### config.mk
export PLATFORM = sky130hd
export DESIGN_NAME = dat0_blk_ctrl
export DESIGN_NICKNAME = d
export VERILOG_FILES = /design/src/rtl/dat0_blk_ctrl.sv
export SDC_FILE = /design/constraint.sdc
export NUM_CORES = 1
export LEC_CHECK = 0
export CAP_MARGIN = 15
export CELL_PAD_IN_SITES_DETAIL_PLACEMENT = 1
export CELL_PAD_IN_SITES_GLOBAL_PLACEMENT = 1
export CORE_AREA = 2 2 110 112
export DETAILED_ROUTE_END_ITERATION = 8
export DIE_AREA = 0 0 112 114
export PLACE_DENSITY_LB_ADDON = 0.1
export SETUP_SLACK_MARGIN = 0.1
export SLEW_MARGIN = 20
export SYNTH_ARGS = -nofsm -noshare
export SYNTH_HDL_FRONTEND = slang
export SYNTH_SLANG_ARGS = --single-unit
### constraint.sdc
create_clock -name clk -period 2.6 [get_ports clk]
set_clock_uncertainty 0.2 [all_clocks]
set_input_delay 0.52 -clock clk [delete_from_list [all_inputs] [get_ports clk]]
set_output_delay 0.52 -clock clk [all_outputs]
set_load 0.005 [all_outputs]
### src/rtl/dat0_blk_ctrl.sv
// Block-level sequencer for one SDIO DAT0 line: frames read (TX) and write (RX) blocks with
// start bit, data, CRC16, end bit, CRC status token and busy, and handshakes bytes to the buffer.
module dat0_blk_ctrl #(
    parameter int unsigned TX_GAP     = 2,
    parameter int unsigned RX_TIMEOUT = 1024,
    parameter int unsigned NCRC       = 2
) (
    input  logic       clk,
    input  logic       rst_n,
    input  logic       dat_width_4bit,
    input  logic [9:0] blk_len,
    input  logic       rd_start,
    input  logic       wr_start,
    input  logic       abort,
    input  logic       wr_busy,
    input  logic       dat0_in,
    input  logic       crc_error,
    output logic [1:0] dat_phase,
    output logic [2:0] data_sel,
    output logic       oe,
    output logic       crc_check_en,
    output logic       crc_rst,
    output logic       state_crc_status,
    output logic       tx_byte_rd,
    output logic       rx_byte_wr,
    output logic       busy,
    output logic       done,
    output logic       rx_crc_fail,
    output logic       rx_timeout
);

    localparam int unsigned WAIT_W    = (RX_TIMEOUT > 1) ? $clog2(RX_TIMEOUT) : 1;
    localparam logic [3:0]  GAP_LAST  = 4'(TX_GAP - 1);
    localparam logic [3:0]  NCRC_LAST = 4'(NCRC - 1);
    localparam logic [WAIT_W-1:0] WAIT_LAST = WAIT_W'(RX_TIMEOUT - 1);
    localparam logic [1:0]  PH_ZERO   = 2'b00;
    localparam logic [1:0]  PH_ONE    = 2'b01;
    localparam logic [1:0]  PH_DATA   = 2'b10;
    localparam logic [1:0]  PH_CRC    = 2'b11;
    // Token bit per token cycle, cycle 0 in bit 0: pass 0-010-1, fail 0-101-1
    localparam logic [7:0]  TOK_PASS  = 8'b0001_0100;
    localparam logic [7:0]  TOK_FAIL  = 8'b0001_1010;

    typedef enum logic [3:0] {
        S_IDLE, S_TX_GAP, S_TX_START, S_TX_DATA, S_TX_CRC, S_TX_END,
        S_RX_WAIT, S_RX_DATA, S_RX_CRC, S_RX_END, S_ST_GAP, S_ST_TOKEN,
        S_BUSY, S_DONE
    } state_t;

    state_t            state_q, state_d;
    logic [2:0]        bit_cnt_q, bit_cnt_d;
    logic [9:0]        byte_cnt_q, byte_cnt_d;
    logic [3:0]        crc_cnt_q, crc_cnt_d;
    logic [WAIT_W-1:0] wait_cnt_q, wait_cnt_d;
    logic [9:0]        blk_last_q, blk_last_d;
    logic              wide_q, wide_d;
    logic              rx_crc_fail_q, rx_crc_fail_d;
    logic              rx_timeout_q, rx_timeout_d;
    logic [1:0]        dat_phase_q, dat_phase_d;
    logic              oe_q, oe_d;
    logic              crc_check_en_q, crc_check_en_d;
    logic              crc_rst_q, crc_rst_d;
    logic              state_crc_status_q, state_crc_status_d;
    logic              tx_byte_rd_q, tx_byte_rd_d;
    logic              rx_byte_wr_q, rx_byte_wr_d;
    logic              busy_q, busy_d;
    logic              done_q, done_d;
    logic              bit_last, byte_last, bit_last_d;
    logic [7:0]        tok_bits;

    // Next state and counters; outputs are then decoded from the next state so they are registered
    always_comb begin
        state_d       = state_q;
        bit_cnt_d     = bit_cnt_q;
        byte_cnt_d    = byte_cnt_q;
        crc_cnt_d     = crc_cnt_q;
        wait_cnt_d    = wait_cnt_q;
        blk_last_d    = blk_last_q;
        wide_d        = wide_q;
        rx_crc_fail_d = rx_crc_fail_q;
        rx_timeout_d  = rx_timeout_q;
        rx_byte_wr_d  = 1'b0;
        bit_last      = wide_q ? (bit_cnt_q == 3'd1) : (bit_cnt_q == 3'd7);
        byte_last     = (byte_cnt_q == blk_last_q);

        if (abort) begin
            state_d    = S_IDLE;
            bit_cnt_d  = '0;
            byte_cnt_d = '0;
            crc_cnt_d  = '0;
            wait_cnt_d = '0;
        end else begin
            case (state_q)
                S_IDLE: begin
                    if (rd_start || wr_start) begin
                        state_d       = rd_start ? S_TX_GAP : S_RX_WAIT;
                        blk_last_d    = (blk_len == 10'd0) ? 10'd511 : blk_len - 10'd1;
                        wide_d        = dat_width_4bit;
                        rx_crc_fail_d = 1'b0;
                        rx_timeout_d  = 1'b0;
                        bit_cnt_d     = '0;
                        byte_cnt_d    = '0;
                        crc_cnt_d     = '0;
                        wait_cnt_d    = '0;
                    end
                end
                S_TX_GAP: begin
                    if (crc_cnt_q == GAP_LAST) begin
                        state_d   = S_TX_START;
                        crc_cnt_d = '0;
                    end else begin
                        crc_cnt_d = crc_cnt_q + 4'd1;
                    end
                end
                S_TX_START: state_d = S_TX_DATA;
                S_TX_DATA, S_RX_DATA: begin
                    rx_byte_wr_d = (state_q == S_RX_DATA) && bit_last;
                    if (bit_last) begin
                        bit_cnt_d = '0;
                        if (byte_last) begin
                            state_d    = (state_q == S_TX_DATA) ? S_TX_CRC : S_RX_CRC;
                            byte_cnt_d = '0;
                            crc_cnt_d  = '0;
                        end else begin
                            byte_cnt_d = byte_cnt_q + 10'd1;
                        end
                    end else begin
                        bit_cnt_d = bit_cnt_q + 3'd1;
                    end
                end
                S_TX_CRC, S_RX_CRC: begin
                    if (crc_cnt_q == 4'd15) begin
                        state_d   = (state_q == S_TX_CRC) ? S_TX_END : S_RX_END;
                        crc_cnt_d = '0;
                    end else begin
                        crc_cnt_d = crc_cnt_q + 4'd1;
                    end
                end
                S_TX_END: state_d = S_DONE;
                S_RX_WAIT: begin
                    if (!dat0_in) begin
                        state_d    = S_RX_DATA;
                        bit_cnt_d  = '0;
                        byte_cnt_d = '0;
                    end else if (wait_cnt_q == WAIT_LAST) begin
                        state_d      = S_DONE;
                        rx_timeout_d = 1'b1;
                    end else begin
                        wait_cnt_d = wait_cnt_q + WAIT_W'(1);
                    end
                end
                S_RX_END: begin
                    rx_crc_fail_d = crc_error | ~dat0_in;
                    state_d       = S_ST_GAP;
                    crc_cnt_d     = '0;
                end
                S_ST_GAP: begin
                    if (crc_cnt_q == NCRC_LAST) begin
                        state_d   = S_ST_TOKEN;
                        crc_cnt_d = '0;
                    end else begin
                        crc_cnt_d = crc_cnt_q + 4'd1;
                    end
                end
                S_ST_TOKEN: begin
                    if (crc_cnt_q == 4'd4) begin
                        state_d   = rx_crc_fail_q ? S_DONE : S_BUSY;
                        crc_cnt_d = '0;
                    end else begin
                        crc_cnt_d = crc_cnt_q + 4'd1;
                    end
                end
                // crc_cnt marks that the minimum of two busy cycles has been met
                S_BUSY: begin
                    if ((crc_cnt_q != 4'd0) && !wr_busy) begin
                        state_d   = S_DONE;
                        crc_cnt_d = '0;
                    end else begin
                        crc_cnt_d = 4'd1;
                    end
                end
                S_DONE:  state_d = S_IDLE;
                default: state_d = S_IDLE;
            endcase
        end

        oe_d               = 1'b0;
        dat_phase_d        = PH_ONE;
        crc_check_en_d     = 1'b0;
        crc_rst_d          = 1'b0;
        state_crc_status_d = 1'b0;
        tok_bits           = rx_crc_fail_d ? TOK_FAIL : TOK_PASS;
        bit_last_d         = wide_d ? (bit_cnt_d == 3'd1) : (bit_cnt_d == 3'd7);
        case (state_d)
            S_IDLE, S_RX_WAIT, S_DONE: crc_rst_d = 1'b1;
            S_TX_GAP: begin
                oe_d      = 1'b1;
                crc_rst_d = 1'b1;
            end
            S_TX_START: begin
                oe_d        = 1'b1;
                dat_phase_d = PH_ZERO;
            end
            S_TX_DATA: begin
                oe_d        = 1'b1;
                dat_phase_d = PH_DATA;
            end
            S_TX_CRC: begin
                oe_d        = 1'b1;
                dat_phase_d = PH_CRC;
            end
            S_TX_END: oe_d = 1'b1;
            S_RX_DATA: begin
                dat_phase_d    = PH_DATA;
                crc_check_en_d = 1'b1;
            end
            S_RX_CRC: begin
                dat_phase_d    = PH_CRC;
                crc_check_en_d = 1'b1;
            end
            S_ST_TOKEN: begin
                oe_d               = 1'b1;
                state_crc_status_d = 1'b1;
                dat_phase_d        = {1'b0, tok_bits[crc_cnt_d[2:0]]};
            end
            S_BUSY: begin
                oe_d        = 1'b1;
                dat_phase_d = PH_ZERO;
            end
            default: ;
        endcase
        tx_byte_rd_d = (state_d == S_TX_DATA) && bit_last_d;
        busy_d       = (state_d != S_IDLE);
        done_d       = (state_d == S_DONE);
    end

    always_ff @(posedge clk or negedge rst_n) begin
        if (!rst_n) begin
            state_q            <= S_IDLE;
            bit_cnt_q          <= '0;
            byte_cnt_q         <= '0;
            crc_cnt_q          <= '0;
            wait_cnt_q         <= '0;
            blk_last_q         <= '0;
            wide_q             <= 1'b0;
            rx_crc_fail_q      <= 1'b0;
            rx_timeout_q       <= 1'b0;
            dat_phase_q        <= PH_ONE;
            oe_q               <= 1'b0;
            crc_check_en_q     <= 1'b0;
            crc_rst_q          <= 1'b1;
            state_crc_status_q <= 1'b0;
            tx_byte_rd_q       <= 1'b0;
            rx_byte_wr_q       <= 1'b0;
            busy_q             <= 1'b0;
            done_q             <= 1'b0;
        end else begin
            state_q            <= state_d;
            bit_cnt_q          <= bit_cnt_d;
            byte_cnt_q         <= byte_cnt_d;
            crc_cnt_q          <= crc_cnt_d;
            wait_cnt_q         <= wait_cnt_d;
            blk_last_q         <= blk_last_d;
            wide_q             <= wide_d;
            rx_crc_fail_q      <= rx_crc_fail_d;
            rx_timeout_q       <= rx_timeout_d;
            dat_phase_q        <= dat_phase_d;
            oe_q               <= oe_d;
            crc_check_en_q     <= crc_check_en_d;
            crc_rst_q          <= crc_rst_d;
            state_crc_status_q <= state_crc_status_d;
            tx_byte_rd_q       <= tx_byte_rd_d;
            rx_byte_wr_q       <= rx_byte_wr_d;
            busy_q             <= busy_d;
            done_q             <= done_d;
        end
    end

    assign dat_phase        = dat_phase_q;
    assign data_sel         = bit_cnt_q;
    assign oe               = oe_q;
    assign crc_check_en     = crc_check_en_q;
    assign crc_rst          = crc_rst_q;
    assign state_crc_status = state_crc_status_q;
    assign tx_byte_rd       = tx_byte_rd_q;
    assign rx_byte_wr       = rx_byte_wr_q;
    assign busy             = busy_q;
    assign done             = done_q;
    assign rx_crc_fail      = rx_crc_fail_q;
    assign rx_timeout       = rx_timeout_q;

endmodule

Word-level counts from Yosys, hierarchy flattened
Cells that the tools add are included.
Cells by class
  $add $sub $neg: 5
  $lt $le $gt $ge: 1
  eq/ne operators: 41
  multiplexer cells: 63
  bitwise gates (word level): 3
  reductions and logical operators: 28
Operators by type and width (number)
  two-way mux 10 bit: 9
  two-way mux 4 bit: 21
  case mux 4 bit (11 select lines): 1
  equality test 4 bit, second input constant: 10
  equality test 4 x 3 -> 1 bit, second input constant: 9
  case mux 10 bit (3 select lines): 1
  case mux 4 bit (7 select lines): 1
  adder 10 x 1 -> 10 bit, second input constant: 2
  case mux 10 bit (2 select lines): 1
  two-way mux 1 bit: 19
  != test 3 bit, second input constant: 6
  equality test 4 x 2 -> 1 bit, second input constant: 4
  two-way mux 3 bit: 5
  OR reduction 2 bit: 7
  equality test 4 x 1 -> 1 bit, second input constant: 3
  AND reduction 4 bit: 3
  nonzero test 4 bit: 3
  equality test 10 bit: 1
  equality test 10 bit, second input constant: 1
  zero test 10 bit: 1
  subtractor 10 x 1 -> 10 bit, second input constant: 1
  case mux 3 bit (3 select lines): 1
  zero test 4 bit: 2
  case mux 2 bit (4 select lines): 1
  other kinds (20): 28
Word-level totals
  register bits: 54
  logic and storage cells: 160

Logic depth before layout (Yosys ltp)
Gate-level depths: netlist of the first run.
  depth after elaboration: 9
  gate-level depth with buffers: 12
  depth with buffers taken out: 12

Worst setup path after synthesis of the first run
No wires, ideal clock.
  kind: register to register
  start point: register crc_cnt_q[1]
  end point: register dat_phase_q[0], in the netlist dat_phase[0]
  arrival: 2.438 ns
  data required time: 2.309 ns
  setup slack: -0.129 ns
  cell stages (with the launch flop): 13
  buffers on the path: 0
  period minus slack after synthesis: 2.729 ns
  cell sequence: dfrtp_1 -> inv_1 -> ha_1 -> or3b_1 -> o2111ai_1 -> and4_1 -> inv_2 -> mux2i_1 -> a21oi_1 -> ha_1 -> nor3_1 -> nor4b_1 -> o31ai_1
Between the ends
  longest elaborated chain between the ends: 8
  elaborated cells on any way between the ends: 35
Ends and longest elaborated chain
  start: declaration: RTL line 53  | logic [3:0] crc_cnt_q, crc_cnt_d;
  start signal: assignment: RTL line 261  | crc_cnt_q <= crc_cnt_d;
  nonzero test 4 bit: RTL line 175  | if ((crc_cnt_q != 4'd0) && !wr_busy) begin
  logical AND 1 bit: RTL line 175
  two-way mux 1 bit: RTL line 175
  case mux 4 bit (7 select lines) *: RTL line 93  | case (state_q)
  two-way mux 4 bit *: RTL line 86  | if (abort) begin
  net crc_cnt_d[0]: RTL line 53
  binary-select mux 1 bit (select 3 bit) *: RTL line 224  | dat_phase_d = {1'b0, tok_bits[crc_cnt_d[2:0]]};
  two-way mux 1 bit (implied by the code) *: RTL line 224
  case mux 2 bit (4 select lines) *: RTL line 194  | case (state_d)
  net dat_phase_d[0]: RTL line 59  | logic [1:0] dat_phase_q, dat_phase_d;
  end signal: assignment: RTL line 267  | dat_phase_q <= dat_phase_d;
  end: declaration: RTL line 59
The timed path passes the listed nets; every way through them passes the cells marked *. The select of a mux whose other input is x is not followed.
A chain may end at the register's enable or synchronous reset.

Final worst setup path of the first run
Same ends and word-level chain as after synthesis.

==> results of run 1 <==
-- worst max-delay path: stages, from the launching register on --
cell and delay [ns]:
dfrtp_1 0.39, inv_2 0.08, ha_4 0.12, or3b_4 0.40
o2111ai_2 0.17, and4_4 0.24, inv_2 0.04, mux2i_2 0.16
a21oi_2 0.09, ha_1 0.29, nor3_2 0.13, nor4b_2 0.07
o31ai_1 0.20
-- through the flow --
stage | hold slack (ns) | worst slack, ns | cell area (um^2) | total power [mW] | TNS (ns)
floorplan | 0.02441 | -0.02050 | 3420 | 2.328 | -0.02050
global placement | 0.2704 | -0.2769 | 4424 | 3.253 | -5.351
detailed placement | 0.2903 | -0.3590 | 4424 | 3.281 | -6.814
CTS | 0.02230 | -0.04276 | 4817 | 4.476 | -0.04337
global route | 0.02406 | -0.2234 | 5064 | 5.126 | -0.3322
finish | -0.0003906 | -0.06041 | 5064 | 4.802 | -0.06041
-- synth_stat cells (10+ instances only) --
library cell / n
dfrtp_1: 52
nand2_1: 29
nor2_1: 45
nor2b_1: 10
nand3_1: 13
o21ai_0: 32
xor2_1: 18
a21oi_1: 29
inv_1: 12
-- final timing paths --
kind / to / start / cells after the start
setup / recovery: dat_phase[0] / crc_cnt_q[1] / 12
max in group asynchronous: crc_rst / rst_n / 2
hold reg to reg: wait_cnt_q[3] / wait_cnt_q[3] / 1
min in group clk: wait_cnt_q[3] / wait_cnt_q[3] / 1
hold / removal: crc_cnt_q[2] / rst_n / 2
setup reg to reg: dat_phase[0] / crc_cnt_q[1] / 12
-- sequential cells by signal, indices dropped and copies added (netlist names), 2 cells and up --
signal / cells
wait_cnt_q: 10
crc_cnt_q: 4
data_sel: 3
blk_last_q: 10
dat_phase: 2
byte_cnt_q: 10
state_q: 4
-- layout make-up --
cell class                      instances  area [um^2]  share of cell area (%)
Tap cell                              147        183.9                   3.632
Sequential cell                        54         1359                   26.83
Multi-Input combinational cell        301         2225                   43.93
Inverter                               14        52.55                   1.038
Clock buffer                            7        132.6                   2.619
Clock inverter                          1        30.03                  0.5930
Timing Repair Buffer                  123         1081                   21.35
-- repair_timing --
action | in CTS | in global routing
gates cloned | 2 | 0
setup buffers | 4 | 12
endpoints found under the setup margin | 17 | 19
endpoints found under the hold margin | 0 | 0
resized for setup | 41 | 37
pin swaps | 17 | 17
-- cells by family (layout without fill, tap and decap cells) --
logic type	after synthesis	in the layout	synth area share, %
and+or+nand+nor	166	166	27.39
AOI/OAI and AO/OA	100	100	18.76
DFF	54	54	39.72
buffers and inverters	30	145	3.818
xor gates and xnor gates	21	21	5.397
adders and majority gates	8	8	2.937
muxes	6	6	1.982
-- power by group through the flow --
stage | combinational [mW] | clock (mW) | sequential, mW
final | 2.85 | 0.778 | 1.17
after global routing | 3.09 | 0.840 | 1.20
after CTS | 2.49 | 0.807 | 1.18
after detailed placement | 2.09 | 0 | 1.19
after global placement | 2.07 | 0 | 1.18
after floorplan | 1.20 | 0 | 1.12
-- routing by layer --
| layer | global-route usage, % | part of all wire [%] | wire [um] |
|---|---|---|---|
| met5 | 0 | 0 | 0 |
| met4 | 5.854 | 1.4 | 157 |
| met3 | 2.657 | 2.5 | 275 |
| met2 | 32.89 | 54 | 5914 |
| met1 | 20.35 | 42 | 4653 |
==> impl_results.md, run 1 <==
* Die height at 114 um
* Global-route wire length before repair at 17800 um
* CTS tree: yes
* WL/cell at about 17 um
* Post-synth top area share at 38.18%
* Clock transition at path regs at 0.07 ns
* Port Buffers at 33
* Biggest area consumer among synthesized cells: dfrtp_1
* PD cells at about 950 nW/um^2
* Max Freq at 375.9 MHz
* Synth top area cells: dfrtp_1, nor2_1, o21ai_0
* Post-route setup slack at -0.06041 ns
* #FFs+latches synth at 54
* Reg-to-reg slack, setup at -0.06 ns
* Status: complete, but fails checks
* 1st-pass router iterations at 4
* Yosys cell types at 68
* Die area at 12770 um^2
* Crit start category: register
* Area delta synth->final at 48.57%
* FILL cells at 1371
* Power share of the combinational group at 59.4%
* CTS sink count at 54
* Die width at 112 um
* Final hold violations at 2
* Initial antenna violation count at 0
* Syn Std Cell Area at 3408 um^2
* Vias at 3364
* Drt total wl at 11000 um
* Mean Syn Cell Area at slightly below 9 um^2
* Unrepaired setup endpoints after global routing: yes
* Critical Path Sink Type: register
* YS warnings at 0
* Gpl congestion at approximately 0.85
* Sequential Power Share at ~24%
* Detailed placement HPWL at 7892 um
* Tcrit/Tclk final at 102.3%
* Post-layout minimum cycle time at 2.660 ns
* Starting DRT DRC Count at 109
* Asr flop ratio synth at 100.0%
* Worst path arrival time at 2.67 ns
* CTS buffer count at 5
* Slew margin rel. at roughly three quarters
* Post-synthesis cell count at between 300 and 400
* CTS root buf: clkbuf_16
* CTS H-tree depth at 2
* Initial core utilization at between 20% and 30%
* Worst Max-Slew Pin Slew at between 0.3 and 0.4 ns
* Setup Viol. Count Final at 1
* Most common cell after layout, fill and taps aside: buf_4
* Max_cap viols at 0
* Syn Nets at 412
* Worst EP required at approximately 2.6 ns
* Peak supply drop at 325.2 uV
* Vias per Instance at 5.199
* Detail Route Antenna Nets at 0
* Violated checks: negative hold slack, negative setup slack
* Ports at 34
* Max clock buf depth at 2
* Post-synth EDFFs at 0
* # diodes at 0
* Final Hold Slack at -0.0003906 ns
* Layout Utilization at 43.24%
* Gr usage total at 17.49%
* Register area share after synthesis at 39.72%
* CORE AREA at 11710 um^2
* Int Power at 2.940 mW
* Worst hold path class: input port to async pin
* Placed instance count at 622
* Final Non-Filler Cells at 647
* Switching pwr at approximately 1.9 mW
* Share of layout cells above drive strength 1 at 33.80%
* Layout Nets at between 500 and 600
* Row count at 40
* LEAKAGE at roughly 2.2 nW
* Switching Share at 38.77%
* Dominant synthesized flop cell: dfrtp_1
* Critical path class: register to register
* Fin. max-slew vios at 0
* DRC Markers at 0
* Most frequent cells in the layout: buf_4, dfrtp_1, nor2_1, clkdlybuf4s50_1, o21ai_0
* Largest net degree at the start of global routing at 55
* Critical Path Fanout Max at 3
* Clk pwr share at 16.2%
* Vias in the first global route at 3469
* Remaining Overflow, GRT at 0
* Insertion delay to the later sink of the worst-skew pair at 0.30 ns
* # hold bufs at CTS at 0
Note: power is estimated with default switching activity, not from simulation.
==> run 2, diff against run 1 <==
--- a/config.mk
+++ b/config.mk
@@ -11,6 +11,7 @@
 export CORE_AREA = 2 2 110 112
 export DETAILED_ROUTE_END_ITERATION = 8
 export DIE_AREA = 0 0 112 114
+export HOLD_SLACK_MARGIN = 0.02
 export PLACE_DENSITY_LB_ADDON = 0.1
 export SETUP_SLACK_MARGIN = 0.1
 export SLEW_MARGIN = 20
==> results of run 2 <==
No change in the layout: final DEF, timing and power equal those of run 1.
